$ cat src/rtl/ps2_kbd_rx.sv
`default_nettype none
// ============================================================================
// Module   : ps2_kbd_rx
// Brief    : PS/2 keyboard frame receiver with scan-code FIFO and 16-bit
//            status/data word. Define PS2_PARITY_CHECK_EN to enable odd-parity
//            checking.
// Revision : 1.0 - initial release
// ============================================================================
module ps2_kbd_rx #(
    parameter int FIFO_DEPTH = 8,
    parameter int TIMEOUT    = 50000
) (
    input  logic        clk,
    input  logic        rst,
    input  logic        ps2_clk,
    input  logic        ps2_data,
    input  logic        rd_en,
    output logic [15:0] xkey
);

    localparam int               c_PTR_W   = (FIFO_DEPTH > 1) ? $clog2(FIFO_DEPTH) : 1;
    localparam int               c_WD_W    = $clog2(TIMEOUT + 1);
    localparam logic [c_WD_W-1:0] c_WD_LAST = c_WD_W'(TIMEOUT - 1);
    localparam logic [3:0]       c_DEPTH   = 4'(FIFO_DEPTH);

    localparam logic [1:0] c_ST_IDLE   = 2'd0;
    localparam logic [1:0] c_ST_DATA   = 2'd1;
    localparam logic [1:0] c_ST_PARITY = 2'd2;
    localparam logic [1:0] c_ST_STOP   = 2'd3;

    logic               r_clk_s1, r_clk_s2, r_clk_s3;
    logic               r_dat_s1, r_dat_s2;
    logic               w_fall;
    logic [1:0]         r_state;
    logic [2:0]         r_bit_cnt;
    logic [7:0]         r_shift;
    logic [c_WD_W-1:0]  r_wdog;
    logic               r_acc_v;
    logic [7:0]         r_acc_code;
    logic               r_rej;
    logic               w_par_ok;

    logic [7:0]         r_mem [FIFO_DEPTH];
    logic [c_PTR_W-1:0] r_wr_ptr, r_rd_ptr;
    logic [3:0]         r_count;
    logic               r_ovf, r_err;
    logic               w_valid, w_pop, w_full, w_wr_en, w_drop;

    // Idle PS/2 lines are high, so the synchronizers reset to 1.
    always_ff @(posedge clk or negedge rst) begin
        if (!rst) begin
            r_clk_s1 <= 1'b1;
            r_clk_s2 <= 1'b1;
            r_clk_s3 <= 1'b1;
            r_dat_s1 <= 1'b1;
            r_dat_s2 <= 1'b1;
        end else begin
            r_clk_s1 <= ps2_clk;
            r_clk_s2 <= r_clk_s1;
            r_clk_s3 <= r_clk_s2;
            r_dat_s1 <= ps2_data;
            r_dat_s2 <= r_dat_s1;
        end
    end

    assign w_fall = r_clk_s3 & ~r_clk_s2;

`ifdef PS2_PARITY_CHECK_EN
    logic r_par;

    always_ff @(posedge clk or negedge rst) begin
        if (!rst) begin
            r_par <= 1'b0;
        end else if (w_fall && r_state == c_ST_PARITY) begin
            r_par <= r_dat_s2;
        end
    end

    assign w_par_ok = ^{r_shift, r_par};
`else
    assign w_par_ok = 1'b1;
`endif

    always_ff @(posedge clk or negedge rst) begin
        if (!rst) begin
            r_state    <= c_ST_IDLE;
            r_bit_cnt  <= 3'd0;
            r_shift    <= 8'h00;
            r_wdog     <= '0;
            r_acc_v    <= 1'b0;
            r_acc_code <= 8'h00;
            r_rej      <= 1'b0;
        end else begin
            r_acc_v <= 1'b0;
            r_rej   <= 1'b0;
            if (w_fall) begin
                r_wdog <= '0;
                case (r_state)
                    c_ST_IDLE: begin
                        if (!r_dat_s2) begin
                            r_state   <= c_ST_DATA;
                            r_bit_cnt <= 3'd0;
                        end
                    end
                    c_ST_DATA: begin
                        r_shift   <= {r_dat_s2, r_shift[7:1]};
                        r_bit_cnt <= r_bit_cnt + 3'd1;
                        if (r_bit_cnt == 3'd7) begin
                            r_state <= c_ST_PARITY;
                        end
                    end
                    c_ST_PARITY: begin
                        r_state <= c_ST_STOP;
                    end
                    default: begin
                        if (r_dat_s2 && w_par_ok) begin
                            r_acc_v    <= 1'b1;
                            r_acc_code <= r_shift;
                        end else begin
                            r_rej <= 1'b1;
                        end
                        r_state <= c_ST_IDLE;
                        r_shift <= 8'h00;
                    end
                endcase
            end else if (r_state != c_ST_IDLE) begin
                // A stalled keyboard abandons the partial frame silently.
                if (r_wdog == c_WD_LAST) begin
                    r_state   <= c_ST_IDLE;
                    r_shift   <= 8'h00;
                    r_bit_cnt <= 3'd0;
                    r_wdog    <= '0;
                end else begin
                    r_wdog <= r_wdog + c_WD_W'(1);
                end
            end
        end
    end

    assign w_valid = (r_count != 4'd0);
    assign w_full  = (r_count == c_DEPTH);
    assign w_pop   = rd_en & w_valid;
    assign w_wr_en = r_acc_v & (~w_full | w_pop);
    assign w_drop  = r_acc_v & w_full & ~w_pop;

    always_ff @(posedge clk) begin
        if (w_wr_en) begin
            r_mem[r_wr_ptr] <= r_acc_code;
        end
    end

    always_ff @(posedge clk or negedge rst) begin
        if (!rst) begin
            r_wr_ptr <= '0;
            r_rd_ptr <= '0;
            r_count  <= 4'd0;
            r_ovf    <= 1'b0;
            r_err    <= 1'b0;
        end else begin
            if (w_wr_en) begin
                r_wr_ptr <= r_wr_ptr + c_PTR_W'(1);
            end
            if (w_pop) begin
                r_rd_ptr <= r_rd_ptr + c_PTR_W'(1);
            end
            if (w_wr_en && !w_pop) begin
                r_count <= r_count + 4'd1;
            end else if (w_pop && !w_wr_en) begin
                r_count <= r_count - 4'd1;
            end
            // A set event in the same cycle as a read takes priority.
            r_ovf <= w_drop | (r_ovf & ~rd_en);
            r_err <= r_rej  | (r_err & ~rd_en);
        end
    end

    assign xkey = {w_valid, r_ovf, r_err, 1'b0, r_count,
                   w_valid ? r_mem[r_rd_ptr] : 8'h00};

endmodule
`default_nettype wire

$ cat config.mk
export PLATFORM = sky130hd
export DESIGN_NAME = ps2_kbd_rx
export DESIGN_NICKNAME = d
export VERILOG_FILES = /design/src/rtl/ps2_kbd_rx.sv
export SDC_FILE = /design/constraint.sdc
export NUM_CORES = 1
export LEC_CHECK = 0
export ABC_AREA = 1
export CAP_MARGIN = 20
export CORE_UTILIZATION = 55
export CTS_CLUSTER_DIAMETER = 40
export DETAILED_ROUTE_END_ITERATION = 10
export GPL_ROUTABILITY_DRIVEN = 0
export PLACE_DENSITY = 0.76
export SETUP_SLACK_MARGIN = 0.4
export SLEW_MARGIN = 30
export SYNTH_ARGS = -nofsm -noshare
export SYNTH_HDL_FRONTEND = slang
export SYNTH_SLANG_ARGS = --single-unit
$ cat constraint.sdc
create_clock -name clk -period 2.05 [get_ports clk]
set_input_delay 0.5125 -clock clk [delete_from_list [all_inputs] [get_ports clk]]
set_output_delay 0.5125 -clock clk [all_outputs]
set_load 0.1 [all_outputs]
==> flow_summary.yaml <==
pwr:
  clkPwrFrac_pct: 25.7
  p_sw_share_pct: 42.3
  p_leak_nw: 2.87
  internal_power_mw: 6.40
  p_sw_mw: 4.70
  p_comb_share_pct: 48.4
  p_per_area_nw_per_um2: 1540
  power_mw: 11.1
  peakVddDrop_mv: 1.42
  seqPwrFrac_pct: 25.9
route:
  drcViolationCount: 0
  first_iter_violations: 251
  finalWirelength_um: 13300
  vias: 4205
  antenna_left: 0
  drt-pass1-iter-count: 5
  wire_per_inst_um: 17.6
  viasPerCell: 5.57
setup_path:
  regToRegEndpoint: "r_count[3]"
  worst-setup-path-type: "reg -> out"
  reg2reg_from: "r_count[1]"
  cp-end-kind: "primary output"
  setup.worst_path.start: "r_rd_ptr[0]"
  ff2ff_path_depth: 12
  cp_max_fo: 6
  startpoint_type: "flip-flop"
  rrSetupSlack_ns: 0
  required_ns: 1.54
  crit_arrival_ns: 2.03
grt:
  grt_max_degree: 38
  grt_use_met1_pct: 33.8
  top_usage_layer: "met2"
  grt_usage_pct: 26.9
  use_met2_pct: 45.4
  grt_pass1_vias: 4059
  overflow: 0
  grt_pass1_wl_um: 20200
  grt_use_met3_pct: 5.45
  antenna_found_initial: 0
timing:
  setup_viol: 9
  layout_min_cycle_time_ns: 2.54
  fmax_mhz: 394
  hold_viol_final: 0
  hold_ws_ns: 0.355
  worst_clock_skew_ns: 0.0147
  slew_viol_final: 0
  rsz0062_at_grt: "true"
  final.period_utilization_pct: 124
  tns_ns: -3.50
  worst_slack_ns: -0.491
synth:
  synthCells: 560
  ys_top_cells_by_count: "108 x nor2_1, 105 x nand2_1, 74 x o21ai_0"
  yosysMostFrequentCell: "nor2_1"
  synth_area_leader_cell: "edfxtp_1"
  synth_edf_count: 64
  ys_types: 34
  ys_warn_count: 0
  avgSynthCellArea_um2: 9.72
  synthesis.area_um2: 5440
  syn_nets: 578
  async_flop_share_pct: 46.7
  synthTopCellsByArea: "edfxtp_1 35%, dfrtp_1 23%, nor2_1 7.4%"
  synth_top_area_share_pct: 35.3
  synth_seq_cells: 120
  ys_seq_area_share_pct: 61.2
  yosys_most_used_dff: "edfxtp_1"
clock_tree:
  clk_path_buf_depth: 2
  cts.reportedPaths.clkPinSlew_ns: 0.06
  cts_tree: "built"
  htreeDepth: 4
  cts-root-buf: "clkbuf_8"
  numCtsBuffers: 17
  clkSinkCount: 120
  clk_latency_ns: 0.52
die:
  die_w_um: 101
  die_area_um2: 10300
  num_rows: 35
  die_h_um: 101
  core_area_um2: 9420
  initial_core_util_pct: 57.8
  io-pin-count: 21
place:
  numPortBuffers: 19
  hpwl_um: 7670
  dp_cells: 706
  dp_slack_ns: -0.281
  dpl-instance-area_um2: 6180
min_path:
  worstHoldPathCells: 0
  hold-path-endpoint: "r_dat_s2"
  worstHoldPathType: "reg -> reg"
  hold_path.startpoint: "r_dat_s1"
layout:
  final_core_util_pct: 76.4
  fin_nets: 631
  nFillCells: 571
  num_antenna_cells: 0
  final_cells: 755
  drive_gt1_share_pct: 27.8
  syn2layout_area_growth_pct: 32.2
  post-route-cell-area_um2: 7200
job:
  maxCapViolCount: 0
run_status:
  status: "finished with violations"
  violations: "setup timing"
[logic make-up (layout without fill, tap and decap cells)]
group	Yosys count	count (layout)	synth area share, %
XOR/XNOR	9	9	1.45
multiplexers	1	1	0.207
buffers and inverters	67	133	5.38
AO/OA/AOI/OAI	89	89	8.41
adder cells (fa/ha/maj)	13	13	3.13
AND/OR/NAND/NOR	260	260	20.2
flip-flops	120	120	61.2
other	1	1	0.0689
[state kept, by name, summed over array words and instances (netlist names)]
register and cells:
r_rd_ptr 3, r_dat_s2 1, r_state 2, r_mem 64
r_clk_s1 1, r_rej 1, r_shift 8, r_err 1
r_clk_s2 1, r_acc_v 1, r_acc_code 8, r_clk_s3 1
r_wr_ptr 3, r_dat_s1 1, r_count 4, r_bit_cnt 3
r_ovf 1, r_wdog 16
[worst max path at each step]
stage,to,slack (ns),depth (start not counted)
floorplan,xkey[0],0.02,5
global placement,r_count[3],-0.22,13
detailed placement,r_count[3],-0.28,13
CTS,xkey[7],-0.42,8
global route,xkey[2],-0.56,8
finish,xkey[2],-0.49,8
[power by group through the flow]
stage	registers (mW)	clock network [mW]	logic, mW
after floorplan	3.16	0	2.84
after global placement	2.92	0	4.50
after detailed placement	2.93	0	4.59
after CTS	2.86	2.85	5.08
after global routing	2.89	2.98	5.63
final	2.87	2.86	5.37
[per-layer routing]
metal,vias to the layer above,part of all wire [%]
li1,1969,-
met5,-,0
met1,2011,39
met4,0,3.3
met3,35,6.7
met2,190,51
[critical path, cell delays in order (launching register included)]
cell and delay, ns:
dfrtp_2 0.49, buf_12 0.18, nor2_4 0.12, nor2_1 0.06, o21ai_1 0.09, o21ai_1 0.10, o21ai_2 0.24, nor2_4 0.07
buf_12 0.17
[layout make-up]
cell class	count	area, um^2	area share [%]
tap	129	161	2.24
inverter	47	188	2.61
clock buffer	17	414	5.76
sequential	120	3350	46.5
timing repair buffer	53	719	10.0
timing repair inverter	1	7.51	0.104
clock inverter	15	155	2.16
multi-input combinational	373	2200	30.6
[cells in the final DEF (no fill, tap or decap), types with 3 or more instances in the layout]
| cell | synthesis | routed |
|---|---|---|
| ha_4 | 0 | 3 |
| o21bai_1 | 3 | 3 |
| dfrtp_1 | 51 | 45 |
| nand3_2 | 3 | 6 |
| clkbuf_16 | 0 | 16 |
| o21ai_2 | 1 | 12 |
| buf_12 | 0 | 19 |
| buf_6 | 2 | 13 |
| ha_1 | 12 | 6 |
| nor2_2 | 2 | 8 |
| nand2_2 | 3 | 7 |
| inv_4 | 0 | 3 |
| o21ai_0 | 74 | 39 |
| inv_1 | 44 | 39 |
| nand3_1 | 14 | 10 |
| xor2_1 | 7 | 7 |
| o21ai_1 | 7 | 31 |
| edfxtp_1 | 64 | 64 |
| dfrtp_4 | 0 | 4 |
| nor3_1 | 3 | 3 |
| clkinv_4 | 0 | 4 |
| inv_2 | 3 | 4 |
| nor2_4 | 1 | 25 |
| nand4_1 | 16 | 16 |
| clkdlybuf4s50_1 | 0 | 3 |
| buf_4 | 4 | 14 |
| nand2_1 | 105 | 99 |
| nor2_1 | 108 | 78 |
| clkinvlp_4 | 0 | 7 |
| ha_2 | 0 | 3 |
| dfstp_2 | 5 | 5 |
[what timing repair did]
| action | in CTS | in global routing |
|---|---|---|
| endpoints found under the hold margin | 14 | 0 |
| resized for setup | 66 | 32 |
| endpoints found under the setup margin | 91 | 112 |
| buffers inserted | 7 | 6 |
| cloned | 2 | 1 |
| pin swaps | 21 | 20 |
| hold buffers | 1 | 0 |
Power figures use the tool's default switching activity.
==> variant 1: new RTL, same flow settings <==
Add a define of `PS2_PARITY_CHECK_EN`.
--- a/src/rtl/ps2_kbd_rx.sv
+++ b/src/rtl/ps2_kbd_rx.sv
@@ -7,4 +7,6 @@
 // Revision : 1.0 - initial release
 // ============================================================================
+`define PS2_PARITY_CHECK_EN
+
 module ps2_kbd_rx #(
     parameter int FIFO_DEPTH = 8,
Formal check against the unedited RTL: no difference found for any inputs over 10 cycles, from zero or initial values and one cycle with rst low; that may be too few to reach the edited logic, so the function may still have changed.
==> variant 1 against the original RTL <==
  * The run still ends with setup timing left
  * Synthesized cell count fell by 0.54%
  * Power rose by 3.9%
  * Non-clock buffer count rose by 20
  * Sequential cell count rose by 1
  * Largest cell class unchanged
  * Global-route usage fell by 0.77 points
  * Clock power rose by 2%
  * Area after synthesis rose by 1.7%
  * Sequential power barely moved
  * Routed wire length rose by 5.1%
  * Final area rose by 7.4%
  * Setup slack improved by 0.051 ns
==> variant 1: results (changes against the original RTL) <==
timing:
  skew_ns: 0.0128  # -0.00190 ns
  setup_ws_ns: -0.440  # +0.0506 ns
  setup_tns_ns: -3.94  # -0.448 ns
  hold_slack_ns: 0.355  # -0.000405 ns
  setup_viol: 19  # +10
routing:
  routed-via-count: 4345  # +3.3%
  wl_um: 13900  # +5.1%
  viasPerCell: 5.58  # +0.15%
  drt-pass1-iter-count: 5  # unchanged
  drt_iter0_drc: 226  # -10%
pwr:
  vdd.ir_drop.worst_v: 0.00144  # +1.4%
  leakagePower_nw: 3.12  # +8.5%
  p_sw_mw: 4.71  # +0.18%
synthesis:
  postSynth.asyncResetShare_pct: 47.1  # +0.44 points
  synth_common_cells: "nand2_1 (128), nor2_1 (98), edfxtp_1 (64)"
  syn_area_per_cell_um2: 9.94  # +2.3%
  synth_area_leaders: "edfxtp_1 (35%), dfrtp_1 (23%), nand2_1 (8.7%)"
  ys_types: 41  # +21%
  synth_edf_count: 64  # unchanged
  seq_area_frac_synth_pct: 60.6  # -0.58 points
  syn_nets: 575  # -0.52%
global_routing:
  grt_max_degree: 58  # +53%
  grt_pass1_vias: 4200  # +3.5%
  grt_pass1_wl_um: 20000  # -0.95%
min_path:
  whs_endpoint: "r_clk_s2"
  min_from: "r_clk_s1"
status:
  violations: "setup timing"
  outcome: "finished with violations"
placement:
  dp_hpwl_um: 7620  # -0.63%
  placed_area_um2: 6320  # +2.4%
  placed_cells: 713  # +0.99%
  pre_cts_ws_ns: -0.430  # -0.149 ns
setup_path:
  r2r_cells: 15  # +3
  ff2ff_setup_slack_ns: -0.20  # -0.20 ns
  crit_end: "xkey[4]"
  max_stage_delay_ns: 0.44  # -0.05 ns
finish:
  num_antenna_cells: 0  # unchanged
  postLayoutCellArea_um2: 7720  # +7.4%
  nets: 651  # +3.2%
  drive_gt1_share_pct: 37.2  # +9.4 points
  fill_cells: 554  # -3.0%
clocking:
  htreeDepth: 4  # unchanged
variant 1: cell count changes in the layout (fill, tap and decap cells not counted), moves of 9 or more:
cell,delta
o21ai_0,-24
o21ai_1,-20
buf_4,+12
nand2_1,+12
o32ai_2,+12
nor2_1,-11
inv_1,-9
variant 1: logic make-up after synthesis:
logic type | Yosys count | synth area share, %
AND/OR/NAND/NOR | 268 | 20.5
flip-flops | 121 | 60.6
AO/OA/AOI/OAI | 79 | 9.15
buffers and inverters | 64 | 4.84
adder cells (fa/ha/maj) | 13 | 3.07
XOR/XNOR | 10 | 1.58
other | 1 | 0.0677
multiplexers | 1 | 0.203
variant 1: power by group through the flow:
stage | logic [mW] | registers (mW) | clock network [mW]
4_1_cts | 5.22 | 2.84 | 2.91
5_1_grt | 6.02 | 2.87 | 3.06
3_3_place_gp | 4.58 | 2.90 | 0
3_5_place_dp | 4.64 | 2.91 | 0
2_1_floorplan | 2.90 | 3.19 | 0
6_report | 5.75 | 2.86 | 2.92
variant 1: layout make-up:
class / count / area share [%]
Inverter: 47 / 2.61
Clock buffer: 19 / 5.46
Clock inverter: 13 / 1.98
Tap cell: 133 / 2.15
Multi-Input combinational cell: 373 / 32.5
Sequential cell: 121 / 43.7
Timing Repair Buffer: 73 / 11.6
variant 1: per-layer routing:
layer | up-vias | part of all wire, % | track usage (%)
met2 | 166 | 53 | 43.6
met4 | 0 | 3.2 | 12.5
met3 | 43 | 5.3 | 6.57
li1 | 2029 | - | -
met5 | - | 0 | 0
met1 | 2107 | 39 | 32.0
variant 1: what timing repair did:
action,CTS,global route
buffers inserted,10,22
hold endpoints to repair,52,0
setup endpoints to repair,98,113
hold buffers,1,0
cloned,0,1
pin swaps,20,18
resized for setup,56,84
==> variant 2: new RTL, same settings <==
Without the edit above. Register the inputs `ps2_data` and `rd_en` before use. The logic sees them one clock later.
--- a/src/rtl/ps2_kbd_rx.sv
+++ b/src/rtl/ps2_kbd_rx.sv
@@ -28,4 +28,12 @@
     localparam logic [1:0] c_ST_PARITY = 2'd2;
     localparam logic [1:0] c_ST_STOP   = 2'd3;
+
+    logic ps2_data_q;
+    logic rd_en_q;
+
+    always_ff @(posedge clk) begin
+        ps2_data_q <= ps2_data;
+        rd_en_q    <= rd_en;
+    end
 
     logic               r_clk_s1, r_clk_s2, r_clk_s3;
@@ -59,5 +67,5 @@
             r_clk_s2 <= r_clk_s1;
             r_clk_s3 <= r_clk_s2;
-            r_dat_s1 <= ps2_data;
+            r_dat_s1 <= ps2_data_q;
             r_dat_s2 <= r_dat_s1;
         end
@@ -140,5 +148,5 @@
     assign w_valid = (r_count != 4'd0);
     assign w_full  = (r_count == c_DEPTH);
-    assign w_pop   = rd_en & w_valid;
+    assign w_pop   = rd_en_q & w_valid;
     assign w_wr_en = r_acc_v & (~w_full | w_pop);
     assign w_drop  = r_acc_v & w_full & ~w_pop;
@@ -170,6 +178,6 @@
             end
             // A set event in the same cycle as a read takes priority.
-            r_ovf <= w_drop | (r_ovf & ~rd_en);
-            r_err <= r_rej  | (r_err & ~rd_en);
+            r_ovf <= w_drop | (r_ovf & ~rd_en_q);
+            r_err <= r_rej  | (r_err & ~rd_en_q);
         end
     end
Check against the original RTL: same outputs for any inputs over 10 cycles, from zero or initial values and one cycle with rst low; that may be too few to reach the edited logic, so the function may still have changed.
==> variant 2 against the original RTL <==
  * Clock power rose by 7.3%
  * Sequential cell count rose by 2
  * Setup slack improved by 0.0087 ns
  * Routed wire length rose by 9.7%
  * Final area rose by 4.9%
  * Synthesized cell count rose by 0.36%
  * Power rose by 3.9%
  * Critical endpoint is now xkey[4]
  * Fmax rose by 0.34%
  * Area after synthesis rose by 0.74%
  * The flow still finishes with violations (setup timing)
==> variant 2: results (changes against the original RTL) <==
synthesis:
  syn_nets: 580  # +0.35%
  synth_area_leaders: "edfxtp_1 (35%), dfrtp_1 (23%), nor2_1 (7.4%)"
  seq_area_frac_synth_pct: 61.4  # +0.28 points
  ys_types: 35  # +2.9%
  synthFlopType: "edfxtp_1"
  postSynth.asyncResetShare_pct: 45.9  # -0.77 points
finish:
  fill_cells: 569  # -0.35%
  drive_gt1_share_pct: 31.7  # +3.9 points
  regMostFlops: "r_mem"
  regArea_um2: 3390  # +1.2%
  nets: 652  # +3.3%
timing:
  setup_ws_ns: -0.482  # +0.00871 ns
  skew_ns: 0.0116  # -0.00309 ns
  setup_tns_ns: -4.25  # -0.754 ns
  setup_viol: 42  # +33
routing:
  wl_um: 14500  # +9.7%
  highest-signal-layer: "met4"
  viasPerCell: 5.64  # +1.3%
  wl_met3_um: 849  # -4.5%
  drt_iter0_drc: 315  # +25%
  wl_met2_um: 7760  # +15%
  routedLengthMet1_um: 5450  # +4.8%
pwr:
  leakagePower_nw: 2.96  # +3.0%
  vdd.ir_drop.worst_v: 0.00154  # +8.4%
  internal_power_mw: 6.69  # +4.6%
global_routing:
  grt_pass1_vias: 4220  # +4.0%
  grt_pass1_wl_um: 21000  # +3.8%
  grt_usage_pct: 27.6  # +0.68 points
  grt_max_degree: 57  # +50%
placement:
  placed_area_um2: 6190  # +0.24%
  port_buffers: 19  # unchanged
  dp_hpwl_um: 7050  # -8.1%
clocking:
  htreeDepth: 4  # unchanged
  cts_root_buf: "clkbuf_8"
  cts.reportedPaths.clkPinSlew_ns: 0.06  # about the same
status:
  violations: "setup timing"
  outcome: "finished with violations"
setup_path:
  crit_slowest_cell: "dfrtp_2"
min_path:
  hold_class: "reg2reg"
-- variant 2: changes by cell type after synthesis, sizes merged --
cell | unedited run | this run
dfxtp | 0 | 2
-- variant 2: final timing paths --
kind | from | to | slack [ns] | depth (start not counted)
worst max register to register | r_count[1] | r_count[3] | -0.27 | 15
worst min register to register | ps2_data_q | r_dat_s1 | 0.30 | 0
max in group asynchronous | rst | r_clk_s3 | 1.23 | 3
worst min-delay path | ps2_data_q | r_dat_s1 | 0.30 | 0
min in group asynchronous | rst | r_bit_cnt[1] | 0.52 | 3
worst max-delay path | r_rd_ptr[0] | xkey[4] | -0.48 | 8
-- variant 2: cell type report --
class | instances | area share (%)
clock buffer | 17 | 5.49
clock inverter | 15 | 2.50
inverter | 47 | 2.50
multi-input combinational | 373 | 29.7
sequential | 122 | 44.9
tap | 133 | 2.20
timing repair buffer | 73 | 12.7
-- variant 2: worst register-to-register path, cell delays in order (launching register included) --
cell,delay [ns]
dfrtp_4,0.50
nor2_4,0.17
buf_6,0.12
buf_6,0.08
buf_6,0.09
nand3_4,0.09
nand2_4,0.09
inv_4,0.05
ha_4,0.17
inv_4,0.08
ha_4,0.22
a21oi_4,0.17
nand3_2,0.10
nand2_2,0.08
nor2_2,0.05
xor2_1,0.14
-- variant 2: repair_timing --
item,4_1_cts,5_1_grt
setup buffers,19,18
hold buffers,1,0
pin swaps,42,28
setup endpoints to repair,87,105
gates cloned,2,0
resized for setup,76,59
endpoints found under the hold margin,49,0
-- variant 2: power by group through the flow --
stage / Clock, mW / Sequential [mW] / Combinational [mW]
finish: 3.07 / 2.92 / 5.53
detailed placement: 0 / 2.95 / 4.43
global route: 3.21 / 2.94 / 5.76
global placement: 0 / 2.94 / 4.33
floorplan: 0 / 3.20 / 2.71
CTS: 3.05 / 2.90 / 4.96
-- variant 2: metal layers --
| metal | global-route usage [%] | vias up |
|---|---|---|
| li1 | - | 2020 |
| met3 | 5.40 | 51 |
| met2 | 48.0 | 196 |
| met5 | 0 | - |
| met1 | 32.7 | 2132 |
| met4 | 14.3 | 0 |
-- variant 2: logic make-up after synthesis --
group / Yosys count / synth area share, %
buffers and inverters: 67 / 5.34
and+or+nand+nor: 260 / 20.1
DFF: 122 / 61.4
muxes: 1 / 0.205
xor gates and xnor gates: 9 / 1.44
AOI/OAI and AO/OA: 89 / 8.35
other: 1 / 0.0684
adders and majority gates: 13 / 3.10
-- variant 2: stage by stage --
stage,hold slack (ns),instances,worst slack (ns)
6_report,0.297,780,-0.482
5_1_grt,0.303,780,-0.547
4_1_cts,0.301,762,-0.375
3_5_place_dp,0.288,708,0.108
3_3_place_gp,0.290,708,0.131
2_1_floorplan,0.217,562,0.0242
